==> config.mk <==
export PLATFORM = sky130hd
export DESIGN_NAME = link_tx_arbiter
export DESIGN_NICKNAME = d
export VERILOG_FILES = /design/src/rtl/link_tx_arbiter.sv
export SDC_FILE = /design/constraint.sdc
export NUM_CORES = 1
export LEC_CHECK = 0
export ABC_AREA = 1
export CORE_ASPECT_RATIO = 1.25
export CORE_UTILIZATION = 46
export DETAILED_ROUTE_END_ITERATION = 7
export GPL_ROUTABILITY_DRIVEN = 0
export HOLD_SLACK_MARGIN = 0.02
export PLACE_DENSITY = 0.85
export SETUP_SLACK_MARGIN = 0.15
export SLEW_MARGIN = 20
export SYNTH_ARGS = -nofsm -noshare
export SYNTH_HDL_FRONTEND = slang
export SYNTH_SLANG_ARGS = --single-unit
==> constraint.sdc <==
create_clock -name clk -period 3.8 [get_ports clk]
set_clock_uncertainty 0.05 [all_clocks]
set_input_delay 0.76 -clock clk [delete_from_list [all_inputs] [get_ports clk]]
set_output_delay 0.76 -clock clk [all_outputs]
set_load 0.02 [all_outputs]
==> src/rtl/link_tx_arbiter.sv <==
// Round-robin arbiter sharing one link sender between NUM_REQ requesters; LINK_ARB_PRIO_EN makes requester 0 strict-priority.
// Latency: req_i sampled at edge N -> tx_start_o/gnt_o high after edge N; ack_o pulses the cycle after tx_done_i is sampled.
// Backpressure: a word is held until tx_done_i or TIMEOUT cycles expire; no new grant until tx_done_i drops again.
module link_tx_arbiter #(
    parameter int NUM_REQ = 4,
    parameter int DATA_W  = 32,
    parameter int TIMEOUT = 1023
) (
    input  logic                      clk,
    input  logic                      rst_n,
    input  logic                      en,
    input  logic [NUM_REQ-1:0]        req_i,
    input  logic [NUM_REQ*DATA_W-1:0] data_i,
    output logic [NUM_REQ-1:0]        gnt_o,
    output logic [NUM_REQ-1:0]        ack_o,
    output logic                      tx_start_o,
    output logic [DATA_W-1:0]         tx_data_o,
    input  logic                      tx_done_i,
    output logic                      busy_o,
    output logic                      err_timeout_o,
    output logic [15:0]               word_cnt_o
);

    localparam int PW = (NUM_REQ > 1) ? $clog2(NUM_REQ) : 1;
    localparam int TW = $clog2(TIMEOUT);
    localparam logic [TW-1:0] T_LAST = TW'(TIMEOUT - 1);
    localparam logic [PW-1:0] P_LAST = PW'(NUM_REQ - 1);

    typedef enum logic [1:0] {
        IDLE    = 2'd0,
        SEND    = 2'd1,
        RELEASE = 2'd2
    } state_t;

    state_t              state_q, state_d;
    logic [PW-1:0]       ptr_q, ptr_d;
    logic [PW-1:0]       win_q, win_d;
    logic                prio_q, prio_d;
    logic [TW-1:0]       tcnt_q, tcnt_d;
    logic [NUM_REQ-1:0]  gnt_d, ack_d;
    logic                start_d, err_d;
    logic [DATA_W-1:0]   data_d;
    logic [15:0]         cnt_d;

    logic [DATA_W-1:0]   words [NUM_REQ];
    logic [PW-1:0]       arb_win;
    logic                arb_found, arb_prio;
    logic [PW:0]         scan_sum;
    logic [PW-1:0]       scan_idx;

    always_comb begin
        for (int i = 0; i < NUM_REQ; i++) begin
            words[i] = data_i[i*DATA_W +: DATA_W];
        end
    end

    // First requester at or above the pointer, wrapping past NUM_REQ-1.
    always_comb begin
        arb_found = 1'b0;
        arb_win   = '0;
        arb_prio  = 1'b0;
        scan_sum  = '0;
        scan_idx  = '0;
        for (int i = 0; i < NUM_REQ; i++) begin
            scan_sum = {1'b0, ptr_q} + (PW+1)'(i);
            if (scan_sum >= (PW+1)'(NUM_REQ)) begin
                scan_sum = scan_sum - (PW+1)'(NUM_REQ);
            end
            scan_idx = scan_sum[PW-1:0];
            if (!arb_found && req_i[scan_idx]) begin
                arb_found = 1'b1;
                arb_win   = scan_idx;
            end
        end
`ifdef LINK_ARB_PRIO_EN
        if (req_i[0]) begin
            arb_win  = '0;
            arb_prio = 1'b1;
        end
`endif
    end

    always_comb begin
        state_d = state_q;
        ptr_d   = ptr_q;
        win_d   = win_q;
        prio_d  = prio_q;
        tcnt_d  = tcnt_q;
        gnt_d   = gnt_o;
        ack_d   = '0;
        start_d = tx_start_o;
        data_d  = tx_data_o;
        err_d   = err_timeout_o;
        cnt_d   = word_cnt_o;
        case (state_q)
            IDLE: begin
                if (en && arb_found) begin
                    win_d   = arb_win;
                    prio_d  = arb_prio;
                    data_d  = words[arb_win];
                    gnt_d   = NUM_REQ'(1) << arb_win;
                    start_d = 1'b1;
                    tcnt_d  = '0;
                    state_d = SEND;
                end
            end
            SEND: begin
                if (tx_done_i || (tcnt_q == T_LAST)) begin
                    start_d = 1'b0;
                    gnt_d   = '0;
                    state_d = RELEASE;
                    // A priority win leaves the rotation where it was.
                    if (!prio_q) begin
                        ptr_d = (win_q == P_LAST) ? '0 : win_q + PW'(1);
                    end
                    if (tx_done_i) begin
                        ack_d = NUM_REQ'(1) << win_q;
                        cnt_d = word_cnt_o + 16'd1;
                    end else begin
                        err_d = 1'b1;
                    end
                end else begin
                    tcnt_d = tcnt_q + TW'(1);
                end
            end
            RELEASE: begin
                if (!tx_done_i) begin
                    state_d = IDLE;
                end
            end
            default: state_d = IDLE;
        endcase
    end

    always_ff @(posedge clk) begin
        if (!rst_n) begin
            state_q       <= IDLE;
            ptr_q         <= '0;
            win_q         <= '0;
            prio_q        <= 1'b0;
            tcnt_q        <= '0;
            gnt_o         <= '0;
            ack_o         <= '0;
            tx_start_o    <= 1'b0;
            tx_data_o     <= '0;
            err_timeout_o <= 1'b0;
            word_cnt_o    <= '0;
        end else begin
            state_q       <= state_d;
            ptr_q         <= ptr_d;
            win_q         <= win_d;
            prio_q        <= prio_d;
            tcnt_q        <= tcnt_d;
            gnt_o         <= gnt_d;
            ack_o         <= ack_d;
            tx_start_o    <= start_d;
            tx_data_o     <= data_d;
            err_timeout_o <= err_d;
            word_cnt_o    <= cnt_d;
        end
    end

    assign busy_o = (state_q != IDLE);

endmodule

==> impl_metrics.env, run 1 <==
export IMPL_outcome="finished clean"
export IMPL_fin_crit_ps=2770
export IMPL_hold_class="flop to flop"
export IMPL_critPathRequiredTime_ps=4020
export IMPL_drc=0
export IMPL_layout_common_cells="nand2_1 (393), clkdlybuf4s50_1 (194), nand3_1 (92)"
export IMPL_ys_flop_type="dfxtp_1"
export IMPL_yosysTopAreaCell="nand2_1"
export IMPL_r2r_slack_ps=1230
export IMPL_ys_seq_elements=74
export IMPL_synth_cells=757
export IMPL_insertedDiodeCount=0
export IMPL_ant_nets=0
export IMPL_layout_commonest_cell="nand2_1"
export IMPL_vias=5280
export IMPL_rsz0062_at_grt="false"
export IMPL_start_util=0.472
export IMPL_clk_path_buf_depth=2
export IMPL_syn_num_nets=897
export IMPL_swShare=0.351
export IMPL_holdBufCountCts=0
export IMPL_regToRegStartpoint="ptr_q[0]"
export IMPL_whs_endpoint="tx_data_o[19]"
export IMPL_slew_viol_final=0
export IMPL_core_um2=9560
export IMPL_antenna_found_initial=0
export IMPL_ys_async_sr_fraction=0
export IMPL_numPortBuffers=194
export IMPL_hold_depth=2
export IMPL_cts_tree="yes"
export IMPL_max_slew_margin=0.518
export IMPL_die_y_um=113
export IMPL_num_rows=40
export IMPL_drive_gt1_frac=0.0460
export IMPL_dieArea_um2=10200
export IMPL_ys_seq_area_frac=0.328
export IMPL_wire_per_inst_um=13.7
export IMPL_cts_sinks=74
export IMPL_die_w_um=90.6
export IMPL_overflow=0
export IMPL_yosys_top_cells_area="nand2_1 (33%), dfxtp_1 (33%), nand3_1 (10%)"
export IMPL_post_dp_hpwl_um=10200
export IMPL_hold_viol=0
export IMPL_ys_warnings_count=0
export IMPL_cp_start_kind="input pin"
export IMPL_routed_via_density=4.98
export IMPL_routed_wl_um=14600
export IMPL_syn_mean_instance_area_um2=5.97
export IMPL_nets=1069
export IMPL_timing_fmax_mhz=361
export IMPL_fillers=837
export IMPL_yosysTopAreaCellShare=0.328
export IMPL_r2r_worst_path_cells=15
export IMPL_power_net_switching_mw=0.957
export IMPL_syn_cell_area_um2=4520
export IMPL_grt_pass1_wl_um=23400
export IMPL_drtPass1Iterations=5
export IMPL_grt_max_degree=65
export IMPL_drt_initial_drc_count=335
export IMPL_grt_use_total=0.283
export IMPL_ir_worst_vdd_mv=0.322
export IMPL_crit_fanout=64
export IMPL_grt_pass1_vias=4884
export IMPL_cts_root_buf="clkbuf_16"
export IMPL_clkPwrFrac=0.311
export IMPL_combPwrFrac=0.366
export IMPL_power_frac_seq=0.324
export IMPL_clk_pin_slew_ps=60
export IMPL_cp_end_kind="flop"
export IMPL_io_pins=195
export IMPL_tns_ps=0
export IMPL_area_growth_synth_to_final_pct=48.9
export IMPL_cts_setup_buffers=0
export IMPL_reg2reg_to="tx_data_o[15]"
export IMPL_p_leak_nw=3.12
export IMPL_power_density_nw_per_um2=406
export IMPL_worstHoldStart="tx_data_o[19]"
export IMPL_htreeDepth=3
export IMPL_fin_crit_sh=0.728
export IMPL_cts_made_buffers=9
export IMPL_cts_resized=0
export IMPL_synth_cell_types=31
export IMPL_synth_edff_count=0
export IMPL_clock_latency_ps=330
export IMPL_p_int_mw=1.77
export IMPL_cap_violations=0
export IMPL_arrival_ps=2990
export IMPL_total_power_mw=2.73
export IMPL_criticalPathCategory="input pin to flop"
export IMPL_finalSetupViolCount=0
export IMPL_multi_input_comb_area_um2=2620
export IMPL_tightest_slew_ps=722
export IMPL_seqCellArea_um2=1480
power groups by stage:
stage                     Sequential, mW  Clock (mW)  Combinational [mW]
after floorplan                    0.963           0               0.582
after global placement             0.898           0               0.986
after detailed placement           0.899           0               0.993
after CTS                          0.883       0.860                1.00
after global routing               0.891       0.902                1.11
final                              0.884       0.847               0.998
Yosys cell counts (5+ instances only):
| cell | n |
|---|---|
| inv_1 | 35 |
| nand2_1 | 395 |
| nand3_1 | 92 |
| inv_2 | 7 |
| buf_4 | 9 |
| o21ai_0 | 12 |
| buf_6 | 7 |
| buf_2 | 19 |
| xor2_1 | 5 |
| nor2_1 | 24 |
| clkbuf_1 | 5 |
| a21oi_1 | 28 |
| nor3_1 | 9 |
| dfxtp_1 | 74 |
state kept, by name, indices dropped and copies added (netlist names):
| signal | count |
|---|---|
| tcnt_q | 10 |
| tx_start_o | 1 |
| ptr_q | 2 |
| err_timeout_o | 1 |
| tx_data_o | 32 |
| word_cnt_o | 16 |
| gnt_o | 4 |
| state_q | 2 |
| ack_o | 4 |
| win_q | 2 |
cell type report:
cell class | instances | share of cell area
multi-input cells | 601 | 0.390
well taps | 126 | 0.0235
flip-flops and latches | 74 | 0.220
inverters | 42 | 0.0235
clock buffers | 11 | 0.0346
clock inverters | 5 | 0.00949
repair buffers | 201 | 0.299
logic make-up after synthesis:
group,Yosys count,share of synthesized area
flip-flops,74,0.328
AO/OA/AOI/OAI,49,0.0590
buffers and inverters,82,0.0925
XOR/XNOR,5,0.00970
adder cells (fa/ha/maj),4,0.0111
AND/OR/NAND/NOR,543,0.500
how the worst max path moves through the flow:
stage,startpoint,endpoint,slack [ps]
5_1_grt,req_i[3],tx_data_o[9],710
4_1_cts,req_i[3],tx_data_o[23],1060
2_1_floorplan,req_i[3],tx_data_o[26],1720
6_report,req_i[3],tx_data_o[15],1030
3_5_place_dp,req_i[3],tcnt_q[2],780
3_3_place_gp,req_i[3],tx_data_o[9],810
through the flow:
step	instances	worst slack [ps]	area, um^2	utilization	hold WS (ps)
after CTS	1060	1060	6720	0.703	402
after floorplan	757	1720	4520	-	400
after global placement	1044	808	6420	0.672	384
after detailed placement	1044	776	6420	0.672	388
final	1060	1030	6720	0.703	400
after global routing	1060	713	6720	0.703	417
per-layer routing:
metal | GRT usage | wire length (um)
met5 | 0 | 0
met4 | 0.115 | 386
met3 | 0.0565 | 946
met2 | 0.498 | 7130
met1 | 0.337 | 6100
critical path, stage by stage:
cell             delay [ps]
clkdlybuf4s50_1         420
inv_1                    80
nand2_1                  60
nand3_1                 150
nand2_2                 100
nor2_1                  170
nor2_1                   70
nand2_2                  90
buf_4                   530
nand3_1                 140
nand2_1                 120
nand2_1                  50
nand2_1                  90
nand2_1                  60
nand2_1                  60
No activity file was read; power rests on OpenSTA's default activity.
==> inputs of run 2 (changes only) <==
--- a/config.mk
+++ b/config.mk
@@ -7,11 +7,11 @@
 export LEC_CHECK = 0
 export ABC_AREA = 1
 export CORE_ASPECT_RATIO = 1.25
-export CORE_UTILIZATION = 46
+export CORE_UTILIZATION = 39
 export DETAILED_ROUTE_END_ITERATION = 7
 export GPL_ROUTABILITY_DRIVEN = 0
 export HOLD_SLACK_MARGIN = 0.02
-export PLACE_DENSITY = 0.85
+export PLACE_DENSITY = 0.77
 export SETUP_SLACK_MARGIN = 0.15
 export SLEW_MARGIN = 20
 export SYNTH_ARGS = -nofsm -noshare
==> constraint.sdc (replaced) <==
create_clock -name clk -period 2.33 [get_ports clk]
set_clock_uncertainty 0.05 [all_clocks]
set_input_delay 0.466 -clock clk [delete_from_list [all_inputs] [get_ports clk]]
set_output_delay 0.466 -clock clk [all_outputs]
set_load 0.02 [all_outputs]
==> run 2 against run 1 <==
Net effect: sequential power grew 63%; the flow now finishes with violations (design-rule violations); register-to-register slack got worse by 910 ps; worst hold slack barely moved; routed wire length is 4.7% higher; critical endpoint is now tx_data_o[2].
==> impl_metrics.env, run 2 (same netlist as run 1, synthesis figures left out) <==
export IMPL_wl_met2_um=7580
export IMPL_fin_crit_sh=0.903
export IMPL_hold_viol=0
export IMPL_critPathRequiredTime_ps=2520
export IMPL_multi_input_comb_area_um2=2680
export IMPL_criticalPathCategory="input pin to flop"
export IMPL_layout_commonest_cell="nand2_1"
export IMPL_hold_depth=2
export IMPL_tns_ps=0
export IMPL_vias=5361
export IMPL_cts_root_buf="clkbuf_16"
export IMPL_clock_latency_ps=340
export IMPL_reg2reg_to="tx_data_o[2]"
export IMPL_die_w_um=98.2
export IMPL_slew_viol_final=0
export IMPL_wl_met1_um=5990
export IMPL_design_area_um2=7150
export IMPL_power_density_nw_per_um2=653
export IMPL_num_rows=43
export IMPL_ant_nets=0
export IMPL_routed_top_layer="met4"
export IMPL_max_slew_margin=0.516
export IMPL_start_util=0.404
export IMPL_clk_pin_slew_ps=60
export IMPL_r2r_slack_ps=320
export IMPL_cap_violations=0
export IMPL_dieArea_um2=12000
export IMPL_tightest_slew_ps=726
export IMPL_outcome="complete, but fails checks"
export IMPL_fin_crit_ps=2100
export IMPL_grt_pass1_vias=4836
export IMPL_r2r_worst_path_cells=16
export IMPL_top_register="tx_data_o"
export IMPL_fillers=1018
export IMPL_p_leak_nw=3.32
export IMPL_placed_area_um2=6710
export IMPL_layout_common_cells="nand2_1 (387), clkdlybuf4s50_1 (194), nand3_1 (89)"
export IMPL_holdBufCountCts=0
export IMPL_cts_sinks=74
export IMPL_htreeDepth=3
export IMPL_grt_pass1_wl_um=23200
export IMPL_area_growth_synth_to_final_pct=58.2
export IMPL_cp_startpoint="req_i[0]"
export IMPL_wire_per_inst_um=13.9
export IMPL_cts_made_buffers=9
export IMPL_numPortBuffers=194
export IMPL_clk_path_buf_depth=2
export IMPL_antenna_found_initial=1
export IMPL_violations="design-rule violations"
export IMPL_nets=1096
export IMPL_overflow=0
export IMPL_core_um2=11200
export IMPL_grt_max_degree=47
export IMPL_routed_wl_um=15300
export IMPL_cp_end_kind="flop"
export IMPL_worstHoldStart="tx_data_o[8]"
export IMPL_io_pins=195
export IMPL_reg_top3="tx_data_o x32, word_cnt_o x16, tcnt_q x10"
export IMPL_seqCellArea_um2=1490
export IMPL_rsz0062_at_grt="true"
export IMPL_drt_initial_drc_count=278
export IMPL_ir_worst_vdd_mv=0.369
export IMPL_total_power_mw=4.67
export IMPL_largest_register_ffs=32
export IMPL_utilization=0.639
export IMPL_grt_use_total=0.242
export IMPL_cp_start_kind="input pin"
export IMPL_routed_via_density=4.89
export IMPL_drive_gt1_frac=0.0875
export IMPL_regToRegStartpoint="ptr_q[0]"
export IMPL_drtPass1Iterations=8
export IMPL_met3_wirelength_um=1360
export IMPL_hold_class="flop to flop"
export IMPL_timing_fmax_mhz=475
export IMPL_cts_tree="yes"
export IMPL_post_dp_hpwl_um=11000
export IMPL_die_y_um=122
export IMPL_whs_endpoint="tx_data_o[8]"
export IMPL_crit_fanout=23
export IMPL_finalSetupViolCount=0
export IMPL_drc=22
export IMPL_arrival_ps=2290
[run 2: cell count changes in the layout (fill, tap and decap cells not counted), moves of 2 or more]
cell and delta:
buf_4 +15, buf_12 +9, nand2_1 -6, nand2_2 +4, nand3_1 -3, clkbuf_1 -2, clkbuf_16 +2, dfxtp_1 -2
nand2_4 +2, nand3_2 +2
[run 2: cell type report]
cell class / instances / share of cell area
inverter: 42 / 0.0221
antenna: 1 / 0.000350
clock buffer: 9 / 0.0315
multi-input combinational: 601 / 0.374
sequential: 74 / 0.208
clock inverter: 6 / 0.00963
tap: 135 / 0.0236
timing repair buffer: 228 / 0.330
[run 2: timing repair]
item,4_1_cts,5_1_grt
endpoints found under the setup margin,1,44
gates cloned,0,2
pin swaps,0,4
resized for setup,1,21
buffers inserted,0,2
[run 2: routing by layer]
metal  global-route usage  vias up
met5                    0        -
met4               0.0756        0
met3               0.0683       24
met2                0.432      174
met1                0.281     2376
li1                     -     2787
[run 2: worst max path at each step]
stage	to	slack, ps	cells past startpoint
2_1_floorplan	tx_data_o[26]	540	16
3_3_place_gp	tx_data_o[15]	-160	15
3_5_place_dp	tx_data_o[20]	-200	15
4_1_cts	tcnt_q[9]	240	11
5_1_grt	tx_data_o[4]	120	16
6_report	tx_data_o[2]	230	16
[run 2: report_power, final]
group | switching (mW) | internal (mW) | leakage (nW)
Sequential | 0.0684 | 1.37 | 0.603
Combinational | 1.00 | 0.856 | 2.58
Clock | 0.542 | 0.825 | 0.141
Total | 1.61 | 3.05 | 3.32
[run 2: critical path, stage by stage]
cell and delay (ps):
clkdlybuf4s50_1 480, inv_1 60, nand2_1 110, nand3_2 100, nand2_4 110, nor2_2 50
nor2_1 120, nand2_2 110, buf_4 170, clkbuf_16 190, nand3_1 80, nand2_1 60
nand2_1 60, nand2_1 50, nand2_1 50, nand2_1 40
[run 2: through the flow]
step	hold WS (ps)	cells	worst slack [ps]
after floorplan	400	757	541
after global placement	385	1076	-162
after detailed placement	390	1076	-195
after CTS	403	1091	237
after global routing	416	1096	125
final	400	1096	225
